--- src/rtl/csa_seq_pkg.sv ---
// Shared types and constants for the multi-word carry-select sequencer.
package csa_seq_pkg;

  localparam int SLICE_W = 8;

  typedef enum logic [1:0] {
    IDLE = 2'd0,
    RUN  = 2'd1,
    DONE = 2'd2
  } state_t;

  // Width of the slice index counter; never narrower than one bit.
  function automatic int cnt_w(input int n);
    return (n < 2) ? 1 : $clog2(n);
  endfunction

endpackage

--- src/rtl/carry_select_adder.sv ---
// 8-bit carry-select adder: 4-bit ripple low half, upper half precomputed for both carries.
module carry_select_adder (
  input  logic [7:0] A,
  input  logic [7:0] B,
  input  logic       Cin,
  output logic [7:0] S,
  output logic       Cout
);

  logic [4:0] lo;
  logic [4:0] hi0;
  logic [4:0] hi1;

  assign lo  = {1'b0, A[3:0]} + {1'b0, B[3:0]} + {4'b0000, Cin};
  assign hi0 = {1'b0, A[7:4]} + {1'b0, B[7:4]};
  assign hi1 = {1'b0, A[7:4]} + {1'b0, B[7:4]} + 5'd1;

  assign S    = {(lo[4] ? hi1[3:0] : hi0[3:0]), lo[3:0]};
  assign Cout = lo[4] ? hi1[4] : hi0[4];

endmodule

--- src/rtl/csa_multiword_seq.sv ---
// Wide adder built by stepping one 8-bit carry_select_adder across NUM_SLICES slices, LSB first.
// Optional subtract mode is enabled with the CSA_SEQ_SUB_EN macro.
//   state | meaning
//   IDLE  | cmd_ready high, waiting for an operand pair
//   RUN   | one slice per cycle, carry held between slices
//   DONE  | result presented until res_ready
module csa_multiword_seq
  import csa_seq_pkg::*;
#(
  parameter int NUM_SLICES = 4
) (
  input  logic                          clk,
  input  logic                          rst_n,
  input  logic                          cmd_valid,
  output logic                          cmd_ready,
  input  logic [SLICE_W*NUM_SLICES-1:0] op_a,
  input  logic [SLICE_W*NUM_SLICES-1:0] op_b,
  input  logic                          cin,
`ifdef CSA_SEQ_SUB_EN
  input  logic                          sub,
`endif
  output logic                          res_valid,
  input  logic                          res_ready,
  output logic [SLICE_W*NUM_SLICES-1:0] sum,
  output logic                          cout,
  output logic                          ovf
);

  localparam int IW = cnt_w(NUM_SLICES);
  localparam logic [IW-1:0] LAST = IW'(NUM_SLICES - 1);

  state_t state;
  logic [IW-1:0] idx;
  logic carry;
  logic [NUM_SLICES-1:0][SLICE_W-1:0] opa;
  logic [NUM_SLICES-1:0][SLICE_W-1:0] opb;
  logic [NUM_SLICES-1:0][SLICE_W-1:0] acc;
  logic [SLICE_W-1:0] a_sl;
  logic [SLICE_W-1:0] b_sl;
  logic [SLICE_W-1:0] s_sl;
  logic c_sl;
  logic init_carry;

`ifdef CSA_SEQ_SUB_EN
  logic sub_r;
  // Subtraction is A + ~B + 1, so cin is ignored in that mode.
  assign b_sl       = opb[idx] ^ {SLICE_W{sub_r}};
  assign init_carry = sub | cin;
`else
  assign b_sl       = opb[idx];
  assign init_carry = cin;
`endif

  assign a_sl = opa[idx];
  assign sum  = acc;

  carry_select_adder u_csa (
    .A    (a_sl),
    .B    (b_sl),
    .Cin  (carry),
    .S    (s_sl),
    .Cout (c_sl)
  );

  always_ff @(posedge clk or negedge rst_n) begin
    if (!rst_n) begin
      state     <= IDLE;
      idx       <= '0;
      carry     <= 1'b0;
      opa       <= '0;
      opb       <= '0;
      acc       <= '0;
      cout      <= 1'b0;
      ovf       <= 1'b0;
      res_valid <= 1'b0;
      cmd_ready <= 1'b0;
`ifdef CSA_SEQ_SUB_EN
      sub_r     <= 1'b0;
`endif
    end else begin
      case (state)
        IDLE: begin
          cmd_ready <= 1'b1;
          if (cmd_valid && cmd_ready) begin
            opa       <= op_a;
            opb       <= op_b;
            carry     <= init_carry;
            acc       <= '0;
            idx       <= '0;
            cmd_ready <= 1'b0;
            state     <= RUN;
`ifdef CSA_SEQ_SUB_EN
            sub_r     <= sub;
`endif
          end
        end
        RUN: begin
          acc[idx] <= s_sl;
          carry    <= c_sl;
          idx      <= idx + 1'b1;
          if (idx == LAST) begin
            cout      <= c_sl;
            ovf       <= (a_sl[SLICE_W-1] == b_sl[SLICE_W-1]) && (s_sl[SLICE_W-1] != a_sl[SLICE_W-1]);
            res_valid <= 1'b1;
            idx       <= '0;
            state     <= DONE;
          end
        end
        DONE: begin
          if (res_ready) begin
            res_valid <= 1'b0;
            cmd_ready <= 1'b1;
            state     <= IDLE;
          end
        end
        default: state <= IDLE;
      endcase
    end
  end

endmodule

--- config.mk ---
export PLATFORM = sky130hd
export DESIGN_NAME = csa_multiword_seq
export DESIGN_NICKNAME = d
export VERILOG_FILES = /design/src/rtl/csa_seq_pkg.sv /design/src/rtl/carry_select_adder.sv /design/src/rtl/csa_multiword_seq.sv
export SDC_FILE = /design/constraint.sdc
export NUM_CORES = 1
export LEC_CHECK = 0
export ABC_AREA = 1
export ABC_CLOCK_PERIOD_IN_PS = 3300
export BUFFER_PORTS_ARGS = -buffer_cell sky130_fd_sc_hd__buf_2
export CORE_MARGIN = 2
export CORE_UTILIZATION = 30
export DETAILED_ROUTE_END_ITERATION = 12
export GPL_TIMING_DRIVEN = 0
export PLACE_DENSITY = 0.55
export SLEW_MARGIN = 10
export SYNTH_ARGS = -nofsm -noshare
export SYNTH_HDL_FRONTEND = slang
export SYNTH_SLANG_ARGS = --single-unit
--- constraint.sdc ---
create_clock -name clk -period 3.3 [get_ports clk]
set_clock_uncertainty 0.15 [all_clocks]
set_input_delay 0.165 -clock clk [delete_from_list [all_inputs] [get_ports clk]]
set_output_delay 0.165 -clock clk [all_outputs]
set_load 0.02 [all_outputs]
* Word level (Yosys, flattened, before mapping) *
Cells that the tools add are included.

operators by class
  $add $sub $neg = 5
  order comparisons = 2
  eq/ne operators = 8
  muxes and demuxes = 26
  reduce and logical (&&, ||, !) cells = 13

operators by type and width
  cell                                                                           count
  32-bit case mux with 2 select lines                                            1
  8-bit binary-select mux with 2-bit select                                      2
  32-bit bitwise mux                                                             1
  32-bit two-way mux                                                             1
  8-bit two-way mux                                                              3
  8-bit demux with 2-bit select                                                  1
  4-bit by 4-bit adder with 5-bit output                                         2
  2-bit two-way mux                                                              5
  2-bit AND reduction                                                            4
  1-bit two-way mux                                                              6
  2-bit != test (second input constant)                                          3
  1-bit case mux with 2 select lines                                             3
  2-bit case mux with 3 select lines                                             1
  3-bit AND reduction                                                            2
  2-bit nonzero test                                                             3
  5-bit by 1-bit adder with 5-bit output                                         1
  5-bit by 1-bit adder with 5-bit output (second input constant)                 1
  2-bit equality test (second input constant)                                    2
  4-bit two-way mux                                                              1
  2-bit case mux with 2 select lines                                             1
  1-bit logical AND                                                              3
  2-bit by 3-bit less-than comparator with 1-bit output (second input constant)  1
  2-bit by 1-bit adder with 2-bit output (second input constant)                 1
  2-bit by 1-bit equality test with 1-bit output (second input constant)         1
  4 further kinds                                                                4

word-level totals
  register bits after elaboration = 105
  output and inout port bits = 36

* Logic depth before layout (Yosys ltp) *
  depth in word-level cells = 7
  gate-level depth with buffers = 19
  mapped depth without buffers = 17

* By module *
A second synthesis with hierarchy kept.

unflattened totals
  cells, all modules = 601
  area, all modules = 4981.0 um^2

modules (own cells, without submodules)
  module              instances  cells each  area each (um^2)  seq. area each (um^2)
  csa_multiword_seq   1          544         4604.4            2627.5
  carry_select_adder  1          57          376.6             0.0

* Worst setup path after synthesis *
OpenSTA, ideal clock, no wires.

  path kind = register to register
  start = reg idx[0]
  end = reg acc, in the netlist sum[14]
  arrival time = 2.446 ns
  path slack = 0.573 ns
  cell stages (with the launch flop) = 14
  path buffers = 2
  clock period less this slack = 2.727 ns
  cells stage by stage = dfrtp_1 buf_2 inv_2 clkbuf_1 o21ai_0 o22ai_1 ha_1 inv_1 fa_1 inv_1 ha_1 nand2_1 xor2_1 o21ai_0

between the ends
  longest elaborated chain between the ends = 7

ends and longest elaborated chain
  item                                                          line                                                                          source
  from (decl)                                                   csa_multiword_seq.sv:33                                                       logic [IW-1:0] idx;
  from (signal assigned)                                        csa_multiword_seq.sv:100                                                      idx <= idx + 1'b1;
  8-bit binary-select mux with 2-bit select (on tied branches)  csa_multiword_seq.sv:54, csa_multiword_seq.sv:50
  8-bit two-way mux (on tied branches)                          csa_multiword_seq.sv:54, csa_multiword_seq.sv:50
  4-bit by 4-bit adder with 5-bit output (on tied branches)     carry_select_adder.sv:15, carry_select_adder.sv:16, carry_select_adder.sv:14
  5-bit by 1-bit adder with 5-bit output (on tied branches)     carry_select_adder.sv:16, carry_select_adder.sv:14
  4-bit two-way mux                                             carry_select_adder.sv:18                                                      assign S = {(lo[4] ? hi1[3:0] : hi0[3:0]), lo[3:0]};
  32-bit bitwise mux *                                          csa_multiword_seq.sv:98                                                       acc[idx] <= s_sl;
  32-bit case mux with 2 select lines *                         csa_multiword_seq.sv:81                                                       case (state)
  to (signal, indexed assignment)                               csa_multiword_seq.sv:98
  to (decl)                                                     csa_multiword_seq.sv:37                                                       logic [NUM_SLICES-1:0][SLICE_W-1:0] acc;

Every way passes the cells marked *; elsewhere a longest branch is shown, timed or not. The select of a mux whose other input is x is not followed.
A chain may end at the register's enable or synchronous reset.

* Worst setup path in the final report *
  start = reg idx[1]
  end = reg acc, in the netlist sum[13]

The elaborated chain is that of the path after synthesis.

==> summary.md <==
| Metric | Value |
|---|---|
| Status | completed |
| Total grt overflow | 0 |
| Drt via density | 4.47 |
| Critical Path AT | 3.19 ns |
| Layout cells sized above 1 | 0.213 |
| Routed length per placed instance | 14.4 um |
| # clock sinks | 105 |
| CTS clk-pin slew, worst paths | 0.08 ns |
| GP Congestion | 0.819 |
| Synth area leaders | dfrtp_1 (53%), nand2_1 (18%), o21ai_0 (5.3%) |
| First-pass GRT wire length | 23.2 mm |
| Port Buffers | 104 |
| Worst VDD drop | 0.000715 V |
| Starting density of the core | 0.308 |
| Vias in the first global route | 4,412 |
| Pre-antenna DRT Iters | 4 |
| Die height | 132 um |
| CTS Buffer Depth | 2 |
| Number of cell rows | 46 |
| RSZ-0062 raised after global routing | no |
| MaxCap Viol Count | 0 |
| ANT cells | 0 |
| Rel. slew slack | 0.483 |
| Startpoint Class | flip-flop |
| Mean Syn Cell Area | 8.39 sq um |
| Syn Nets | 672 |
| Fmax | 322 MHz |
| WP data required | 3.38 ns |
| Gr usage total | 0.170 |
| CTS tree | yes |
| Post-Route WL | 14.2 mm |
| Most common cell after layout, fill and taps aside | nand2_1 |
| Initial antenna violation count | 0 |
| Commonest non-fill, non-tap cells in the layout | nand2_1 (238), buf_2 (114), dfrtp_1 (105) |
| Leakage | 3.53 nW |
| DR iter-0 viols | 210 |
| Min-delay src | cin |
| Hold crit path type | input pin to flip-flop |
| Mapped Area | 4930 sq um |
| Area Overhead vs Synth | 37.6% |
| Die area | 17,500 sq um |
| Largest family of logic cells by synthesized area | simple AND/OR/NAND/NOR gates |
| Worst reg2reg path startpoint | idx[1] |
| Largest net degree at the start of global routing | 60 |
| Synth Area in Compound Gates | 0.100 |
| Worst-Skew Late Latency | 0.36 ns |
| Routed Antenna Nets | 0 |
| Slew at the pin closest to its max-slew limit | 0.771 ns |
| Pwr dens | 1120 nW/um^2 |
| Final setup margin | 0.190 ns |
| Mux contribution to synthesized area | 0 |
| Drt drc | 0 |
| Synth Register Bits | 105 |
| Die Width | 132 um |
| Crit Path Class | flip-flop to flip-flop |
| WHS | 0.0401 ns |
| Count of pins over their slew limit | 0 |
| Setup slack, reg-to-reg | 0.19 ns |
| Area share of xor/xnor cells in the synthesized design | 0.00710 |
| Synth Area in Adders | 0.0426 |
| # setup viols final | 0 |
| Worst setup path start | idx[1] |
| DP Cell Count | 909 |
| Number of I/O pins | 105 |
| Yosys top cell by area | dfrtp_1 |
| Syn Inst Count | 588 |
| Worst setup EP type | flip-flop |
| Simple-gate share of the synthesized area | 0.258 |
| DPL Wire Length | 10.1 mm |
| Post-CTS setup buffer count | 0 |
| CTS root buf | clkbuf_16 |
| Area share of the largest cell type after synthesis | 0.533 |
| Crit path max fanout | 11 |
| Synth unique cells | 27 |
| H-tree Lvls | 3 |
| Total CTS buffers | 9 |
| Core region area | 16,000 sq um |
| Final #Nets | 854 |
| Hold Vio Cnt, Final | 0 |
| Via total after detailed routing | 4,434 |
| Fin util | 0.424 |
| Synth warn | 0 |
| Sequential share of the synthesized area | 0.533 |
| Final Non-Filler Cells | 991 |
| Fin crit period | 3.11 ns |
| Tcrit/Tclk final | 0.943 |
| Worst slack at placement | -0.279 ns |
worst max-delay path, stage by stage, from the launching register on:
cell      delay [ns]
dfrtp_1         0.47
inv_1           0.18
clkbuf_4        0.26
o21ai_0         0.10
o22ai_1         0.19
ha_1            0.21
inv_1           0.05
fa_1            0.53
inv_1           0.07
ha_1            0.30
a21oi_2         0.33
o21ai_0         0.13
per-layer routing:
metal / GRT usage / share of wire
met1: 0.235 / 0.49
met2: 0.272 / 0.46
met3: 0.0331 / 0.038
met4: 0.0508 / 0.014
met5: 0 / 0
kinds of logic after synthesis:
family / count (synthesis)
AO/OA/AOI/OAI: 88
XOR/XNOR: 4
adder cells (fa/ha/maj): 15
AND/OR/NAND/NOR: 318
buffers and inverters: 58
flip-flops: 105
cell usage after synthesis (all sizes together):
| cell type | instances |
|---|---|
| nand2 | 240 |
| dfrtp | 105 |
| o21ai | 60 |
| nand3 | 44 |
| nor2 | 34 |
| inv | 26 |
| buf | 23 |
| ha | 12 |
| a21oi | 11 |
| o22ai | 11 |
| clkbuf | 9 |
| a32oi | 4 |
| fa | 3 |
| xnor2 | 2 |
| xor2 | 2 |
| a22o | 1 |
| o211ai | 1 |
sequential cells by signal (all words and copies together) (netlist names):
name / flops
opa: 32
opb: 32
sum: 32
idx: 2
state: 2
carry: 1
cmd_ready: 1
cout: 1
ovf: 1
res_valid: 1
area by class of cell:
cell class / count / area, sq um
plain buffers: 32 / 231
flip-flops and latches: 105 / 2630
repair buffers: 171 / 1210
clock buffers: 10 / 229
inverters: 26 / 100
fillers: 1659 / 9220
multi-input cells: 425 / 2030
well taps: 216 / 270
clock inverters: 6 / 81.3
where the power goes:
group | internal (mW) | total [mW] | switching [mW] | leakage, nW
Clock | 0.611 | 1.13 | 0.520 | 0.153
Combinational | 1.45 | 4.25 | 2.80 | 2.05
Sequential | 1.86 | 2.21 | 0.352 | 1.33
Total | 3.91 | 7.58 | 3.67 | 3.53
metrics by stage:
stage	TNS [ns]	total power, mW	instance area [sq um]
global placement	-1.47	6.26	5720
finish	0	7.58	6790
floorplan	0	4.93	4930
global route	0	8.28	6790
detailed placement	-1.76	6.30	5760
CTS	0	7.60	6740
worst paths after layout:
path                       endpoint  cells after the start
setup / recovery            sum[13]                     11
hold / removal                carry                      5
setup reg to reg            sum[13]                     11
hold reg to reg             opb[14]                      2
max in group asynchronous   opa[31]                      3
min in group asynchronous   sum[29]                      2
what timing repair did:
action                                  CTS  global route
hold buffers                             66             0
endpoints found under the setup margin   11            15
gates resized for setup                   7            23
pin swaps                                 0             1
endpoints found under the hold margin   113             0
Power figures use the tool's default switching activity.
